<file path="src/rtl/au_add_vz_serial.sv">
// Digit-serial adder a+b+ci with carry, signed-overflow and zero flags.
// Optional saturation enabled by defining AU_ADD_VZ_SERIAL_SAT_EN.
module au_add_vz_serial #(
  parameter int WIDTH = 8,
  parameter int DIGIT = 2
) (
  input  logic             clk,
  input  logic             rst,
  input  logic             in_valid,
  output logic             in_ready,
  input  logic [WIDTH-1:0] a,
  input  logic [WIDTH-1:0] b,
  input  logic             ci,
`ifdef AU_ADD_VZ_SERIAL_SAT_EN
  input  logic             sat,
`endif
  output logic             out_valid,
  input  logic             out_ready,
  output logic [WIDTH-1:0] s,
  output logic             co,
  output logic             v,
  output logic             z
);

  localparam int N  = (DIGIT > 0) ? WIDTH / DIGIT : 1;
  localparam int CW = (N > 1) ? $clog2(N) : 1;

  if (DIGIT < 1 || DIGIT > WIDTH || (WIDTH % DIGIT) != 0) begin : g_bad_cfg
    $error("au_add_vz_serial: DIGIT must divide WIDTH");
  end

  typedef enum logic [1:0] {
    IDLE,
    CALC,
    DONE
  } state_t;

  state_t           state_q, state_d;
  logic [WIDTH-1:0] a_q, a_d;
  logic [WIDTH-1:0] b_q, b_d;
  logic [WIDTH-1:0] acc_q, acc_d;
  logic [CW-1:0]    cnt_q, cnt_d;
  logic             carry_q, carry_d;
  logic             zacc_q, zacc_d;
  logic [WIDTH-1:0] s_q, s_d;
  logic             co_q, co_d;
  logic             v_q, v_d;
  logic             z_q, z_d;
`ifdef AU_ADD_VZ_SERIAL_SAT_EN
  logic             sat_q, sat_d;
`endif

  logic [DIGIT:0]   dfull;
  logic [DIGIT-1:0] dsum;
  logic             dco;
  logic [WIDTH-1:0] dsum_w;
  logic [WIDTH-1:0] sum_w;
  logic             last;
  logic             cmsb;
  logic             ovf;
  logic             zfin;
  logic             accept;

  always_comb begin
    state_d = state_q;
    a_d     = a_q;
    b_d     = b_q;
    acc_d   = acc_q;
    cnt_d   = cnt_q;
    carry_d = carry_q;
    zacc_d  = zacc_q;
    s_d     = s_q;
    co_d    = co_q;
    v_d     = v_q;
    z_d     = z_q;
`ifdef AU_ADD_VZ_SERIAL_SAT_EN
    sat_d   = sat_q;
`endif

    dfull  = {1'b0, a_q[DIGIT-1:0]}
           + {1'b0, b_q[DIGIT-1:0]}
           + (DIGIT+1)'(carry_q);
    dsum   = dfull[DIGIT-1:0];
    dco    = dfull[DIGIT];
    dsum_w = '0;
    dsum_w[DIGIT-1:0] = dsum;
    sum_w  = (acc_q >> DIGIT) | (dsum_w << (WIDTH - DIGIT));
    last   = (cnt_q == CW'(N - 1));
    // carry into the MSB recovered from the MSB's own sum bit
    cmsb   = a_q[DIGIT-1] ^ b_q[DIGIT-1] ^ dsum[DIGIT-1];
    ovf    = cmsb ^ dco;
    zfin   = zacc_q & (dsum == '0);

    in_ready  = (state_q == IDLE)
              | ((state_q == DONE) & out_ready);
    out_valid = (state_q == DONE);
    accept    = in_valid & in_ready;

    unique case (state_q)
      IDLE: ;
      CALC: begin
        a_d     = a_q >> DIGIT;
        b_d     = b_q >> DIGIT;
        acc_d   = sum_w;
        carry_d = dco;
        zacc_d  = zfin;
        cnt_d   = cnt_q + CW'(1);
        if (last) begin
          state_d = DONE;
          s_d     = sum_w;
          co_d    = dco;
          v_d     = ovf;
          z_d     = zfin;
`ifdef AU_ADD_VZ_SERIAL_SAT_EN
          // a_q[DIGIT-1] is the original sign bit of a here
          if (sat_q & ovf) begin
            s_d = {a_q[DIGIT-1], {(WIDTH-1){~a_q[DIGIT-1]}}};
            z_d = 1'b0;
          end
`endif
        end
      end
      DONE: begin
        if (out_ready) state_d = IDLE;
      end
      default: state_d = IDLE;
    endcase

    if (accept) begin
      state_d = CALC;
      a_d     = a;
      b_d     = b;
      acc_d   = '0;
      cnt_d   = '0;
      carry_d = ci;
      zacc_d  = 1'b1;
`ifdef AU_ADD_VZ_SERIAL_SAT_EN
      sat_d   = sat;
`endif
    end
  end

  always_ff @(posedge clk) begin
    if (rst) begin
      state_q <= IDLE;
      a_q     <= '0;
      b_q     <= '0;
      acc_q   <= '0;
      cnt_q   <= '0;
      carry_q <= 1'b0;
      zacc_q  <= 1'b0;
      s_q     <= '0;
      co_q    <= 1'b0;
      v_q     <= 1'b0;
      z_q     <= 1'b0;
`ifdef AU_ADD_VZ_SERIAL_SAT_EN
      sat_q   <= 1'b0;
`endif
    end else begin
      state_q <= state_d;
      a_q     <= a_d;
      b_q     <= b_d;
      acc_q   <= acc_d;
      cnt_q   <= cnt_d;
      carry_q <= carry_d;
      zacc_q  <= zacc_d;
      s_q     <= s_d;
      co_q    <= co_d;
      v_q     <= v_d;
      z_q     <= z_d;
`ifdef AU_ADD_VZ_SERIAL_SAT_EN
      sat_q   <= sat_d;
`endif
    end
  end

  assign s  = s_q;
  assign co = co_q;
  assign v  = v_q;
  assign z  = z_q;

endmodule

</file>
<file path="config.mk">
export PLATFORM = sky130hd
export DESIGN_NAME = au_add_vz_serial
export DESIGN_NICKNAME = d
export VERILOG_FILES = /design/src/rtl/au_add_vz_serial.sv
export SDC_FILE = /design/constraint.sdc
export NUM_CORES = 1
export LEC_CHECK = 0
export BUFFER_PORTS_ARGS = -buffer_cell sky130_fd_sc_hd__buf_2
export CORE_UTILIZATION = 40
export CTS_CLUSTER_DIAMETER = 40
export DETAILED_ROUTE_END_ITERATION = 10
export PLACE_DENSITY = 0.68
export SLEW_MARGIN = 15
export SYNTH_ARGS = -nofsm -noshare
export SYNTH_HDL_FRONTEND = slang
export SYNTH_SLANG_ARGS = --single-unit
</file>
<file path="constraint.sdc">
create_clock -name clk -period 2.6 [get_ports clk]
set_input_delay 0.13 -clock clk [delete_from_list [all_inputs] [get_ports clk]]
set_output_delay 0.13 -clock clk [all_outputs]
set_load 0.01 [all_outputs]
</file>
Word-level counts from Yosys, hierarchy flattened. Index checks and enable logic that the tools add are counted. Widths: inputs -> output; s select.

Bits in registers: 41. Input bits: 21. Output and inout bits: 13. Logic and storage cells: 51.

$add $sub $neg: 3. Equality and inequality tests: 8. Multiplexer cells: 12. Bitwise logic cells: 9. Reduce and logical (&&, ||, !) cells: 7.

Operators with widths (number): $mux 8 (4); $or 6x8->8 (1); $pmux 2 s3 (1); $reduce_and 3->1 (2); $mux 1 (5); $eq 2x2->1 const B (2); $logic_not 2->1 (2); $mux 2 (2); $ne 2x2->1 const B (2); $add 2x2->3 (1); $add 3x1->3 (1); $and 1x1->1 (3); $ne 3x1->1 const B (1); $ne 3x3->1 const B (1); $xor 1x1->1 (3); $add 2x1->2 const B (1); $eq 2x1->1 const B (1); $ne 2x1->1 const B (1); $reduce_and 2->1 (1); $reduce_bool 2->1 (1); $reduce_or 2->1 (1); $not 1->1 (1); $or 1x1->1 (1).

Depth between registers and ports, before layout.
Depth in word-level cells: 6. Gate-level depth with buffers: 7. Depth with buffers taken out: 7.

Least setup slack after synthesis. OpenSTA, ideal clock, no wires.

Kind: register -> register. Start: reg a_q[0]. End: reg v_q, in the netlist v. Setup time: 0.068 ns. Data arrival time: 1.726 ns. Required time: 2.532 ns. Slack: 0.805 ns. Cell stages (with the launch flop): 8. Path buffers: 0. Clock period less this slack: 1.795 ns. Cell sequence: dfxtp_1 > inv_1 > fa_1 > fa_1 > xnor2_1 > xnor2_1 > nand2_2 > a21oi_2.

Word-level cells in the longest chain between the ends: 4.

RTL lines: from (decl) (RTL line 39) `logic [WIDTH-1:0] a_q, a_d;`; from (signal assigned) (RTL line 146) `a_q <= '0;`; from (signal assigned) (RTL line 161) `a_q <= a_d;`; $add 2x2->3 * (RTL line 81) `+ {1'b0, b_q[DIGIT-1:0]}`; $add 3x1->3 * (RTL line 82) `+ (DIGIT+1)'(carry_q);`; $xor 1x1->1 (RTL line 90) `cmsb = a_q[DIGIT-1] ^ b_q[DIGIT-1] ^ dsum[DIGIT-1];`; $xor 1x1->1 * (RTL line 91) `ovf = cmsb ^ dco;`; to (signal assigned) (RTL line 169) `v_q <= v_d;`; to (decl) (RTL line 47) `logic v_q, v_d;`.

Mark *: on every way between the ends. The rest lies on a longest branch, timed or not. A chain may end at the register's enable or synchronous reset.

Worst setup path after layout. Ends and elaborated chain as after synthesis.

==> metrics.txt <==
sequential share of power 51.1%; Post-synth top cells nand2_1 (59), dfxtp_1 (39), nor2_1 (20); vias in the first global route 1200; Worst EP required 2.83 ns; GRT Util Overall 16.6%; CTS tree built; cell internal pwr 937 uW; HPWL after DPL 2.18 mm; Synth area leader dfxtp_1; number of synthesized flops with an enable pin 0; Mapped Area 1690 um^2; initial core utilization 42.0%; post-synthesis cell count 198; critical path peak fanout 3; library cells used by synthesis 28; Clock Skew 0.00586 ns; Worst path max stage delay 0.45 ns; Synth-to-Final Area Change 16.4%; DRC Markers 0; max_slew headroom 51.7%; antenna-violating nets left 0; Min Hold Slack 0.0762 ns; Buffers on Ports 33; endpoints failing setup 0; DR iter-0 viols 76; post_cts resized 0; crit path launch type flip-flop; Synth top area share 46.1%; Main synth FF type dfxtp_1; crit path kind flip-flop to flip-flop; post-synthesis sequential area ratio 46.1%; Die Height 67.1 um; Root Buffer clkbuf_8; # IOs 34; Final period util 72.7%; count leader, synth nand2_1; Final min period 1.89 ns; crit path from a_q[0]; post-DR wirelength/cell 11.7 um; first-pass GRT wire length 5.47 mm; Final Cell Area 1970 um^2; Synth area leaders dfxtp_1 (46%), nand2_1 (13%), a311oi_2 (5.3%); Routability Congestion 0.706; Post-layout nets 254; post-place setup slack 0.706 ns; Num Clock Sinks 39; fmax 529 MHz; clk_lat worst skew 0.29 ns; worst reg2reg setup slack 0.71 ns; asr flop ratio synth 0%; Placement Rows 23; Slowest-stage cell, CP fa_1; CTS H-Tree Depth 2; syn_nets 223; GR Overflow Total 0; Max-Cap Viols 0; P_sw 322 uW; post-synthesis register bit count 39; initial antenna violation count 0; DP Area 1870 um^2; clk slew on worst S/H paths 0.07 ns; first-pass iteration count of the detailed router 4; Final WS setup 0.709 ns; worst setup path endpoint v; status finished, final reports clean; CORE AREA 4030 um^2; Horiz. Die Dim 67.1 um; Num CTS Buffers 5; r2r worst-path depth 7; Mean Syn Cell Area 8.55 um^2; largest net degree at the start of global routing 32; Max Slew Vio Count 0; final hold violation count 0; Clock Power Share 35.3%; setup TNS 0 ns; Crit Reg-Reg Endpoint v; drt via density 4.91; Die ar. 4500 um^2; origin of the critical flop-to-flop path a_q[0]; Switching Fraction 25.6%; PwrDens 639 nW/um^2; CP Cell Sequence inv_1, fa_1, fa_1, xnor2_1, xnor2_1, nand2_2, a21oi_2; clock buffer depth 2; HP Class input pin to flip-flop; combinational power share 13.6%; yosys warns 0; share of cells above drive strength 1 27.0%; final WL 3.28 mm; worst slew pin tran 0.723 ns; worst vdd ir 0.296 mV; hold buffers post-CTS 0; RSZ-0062 raised after global routing false; Tot Pwr 1.26 mW; Arr. time, crit path 2.12 ns; crit end category flip-flop; DR vias 1374; # diodes 0; static leakage 0.761 nW; post-CTS setup buffer count 0
kinds of logic after synthesis:
| group | synth area share [%] |
|---|---|
| and+or+nand+nor | 21.1 |
| AOI/OAI and AO/OA | 20.9 |
| DFF | 46.1 |
| buffers and inverters | 6.50 |
| adders and majority gates | 3.84 |
| xor gates and xnor gates | 1.55 |
sequential cells by signal, summed over array words and instances (netlist names):
signal and count:
a_q 8, co 1, state_q 2, s 8, carry_q 1, v 1
zacc_q 1, cnt_q 2, acc_q 6, z 1, b_q 8
through the flow:
step                std cells  utilization (%)
floorplan                 198                -
global placement          272             46.4
detailed placement        272             46.4
CTS                       280             48.9
global route              280             48.9
finish                    280             48.9
worst min-delay path by stage:
stage	from	to	slack [ns]	depth (start not counted)
after floorplan	a[6]	a_q[6]	0.27	2
after CTS	a[7]	a_q[7]	0.07	3
after global placement	b[6]	b_q[6]	0.38	3
after detailed placement	b[6]	b_q[6]	0.38	3
final	a[7]	a_q[7]	0.08	3
after global routing	a[7]	a_q[7]	0.08	3
cell type report:
cell class	count	area (um^2)
Fill cell	430	2060
Multi-Input combinational cell	138	802
Sequential cell	39	781
Timing Repair Buffer	37	195
Clock buffer	8	100
Tap cell	50	62.6
Inverter	8	30.0
layer usage:
layer	up-vias	track usage, %	share of wire (%)
met4	0	6.38	0.61
li1	723	-	-
met5	-	0	0
met2	24	24.9	45
met1	624	21.7	51
met3	3	5.65	3.7
worst max-delay path, delay by kind of cell (launching register included):
family,cells,cell delay [ns]
AND/OR/NAND/NOR,1,0.07
flip-flops,1,0.33
AO/OA/AOI/OAI,1,0.12
adder cells (fa/ha/maj),2,0.89
buffers and inverters,1,0.06
XOR/XNOR,2,0.36
cells in the final DEF (no fill, tap or decap), drive strengths merged:
master / n
inv: 8
ha: 2
xnor2: 3
a21oi: 22
nand3: 4
nand4: 1
dfxtp: 39
and2: 1
o211ai: 2
o211a: 1
buf: 37
nor2b: 1
a311oi: 12
clkbuf: 8
a211oi: 5
fa: 2
nand2b: 2
nand2: 60
nor2: 20
power by group through the flow:
stage                     registers (mW)  logic [mW]  clock network, mW
final                              0.643       0.171              0.445
after global routing               0.647       0.192              0.480
after CTS                          0.643       0.172              0.454
after detailed placement           0.657       0.171                  0
after global placement             0.656       0.171                  0
after floorplan                    0.653       0.135                  0
Note: power is estimated with default switching activity, not from simulation.
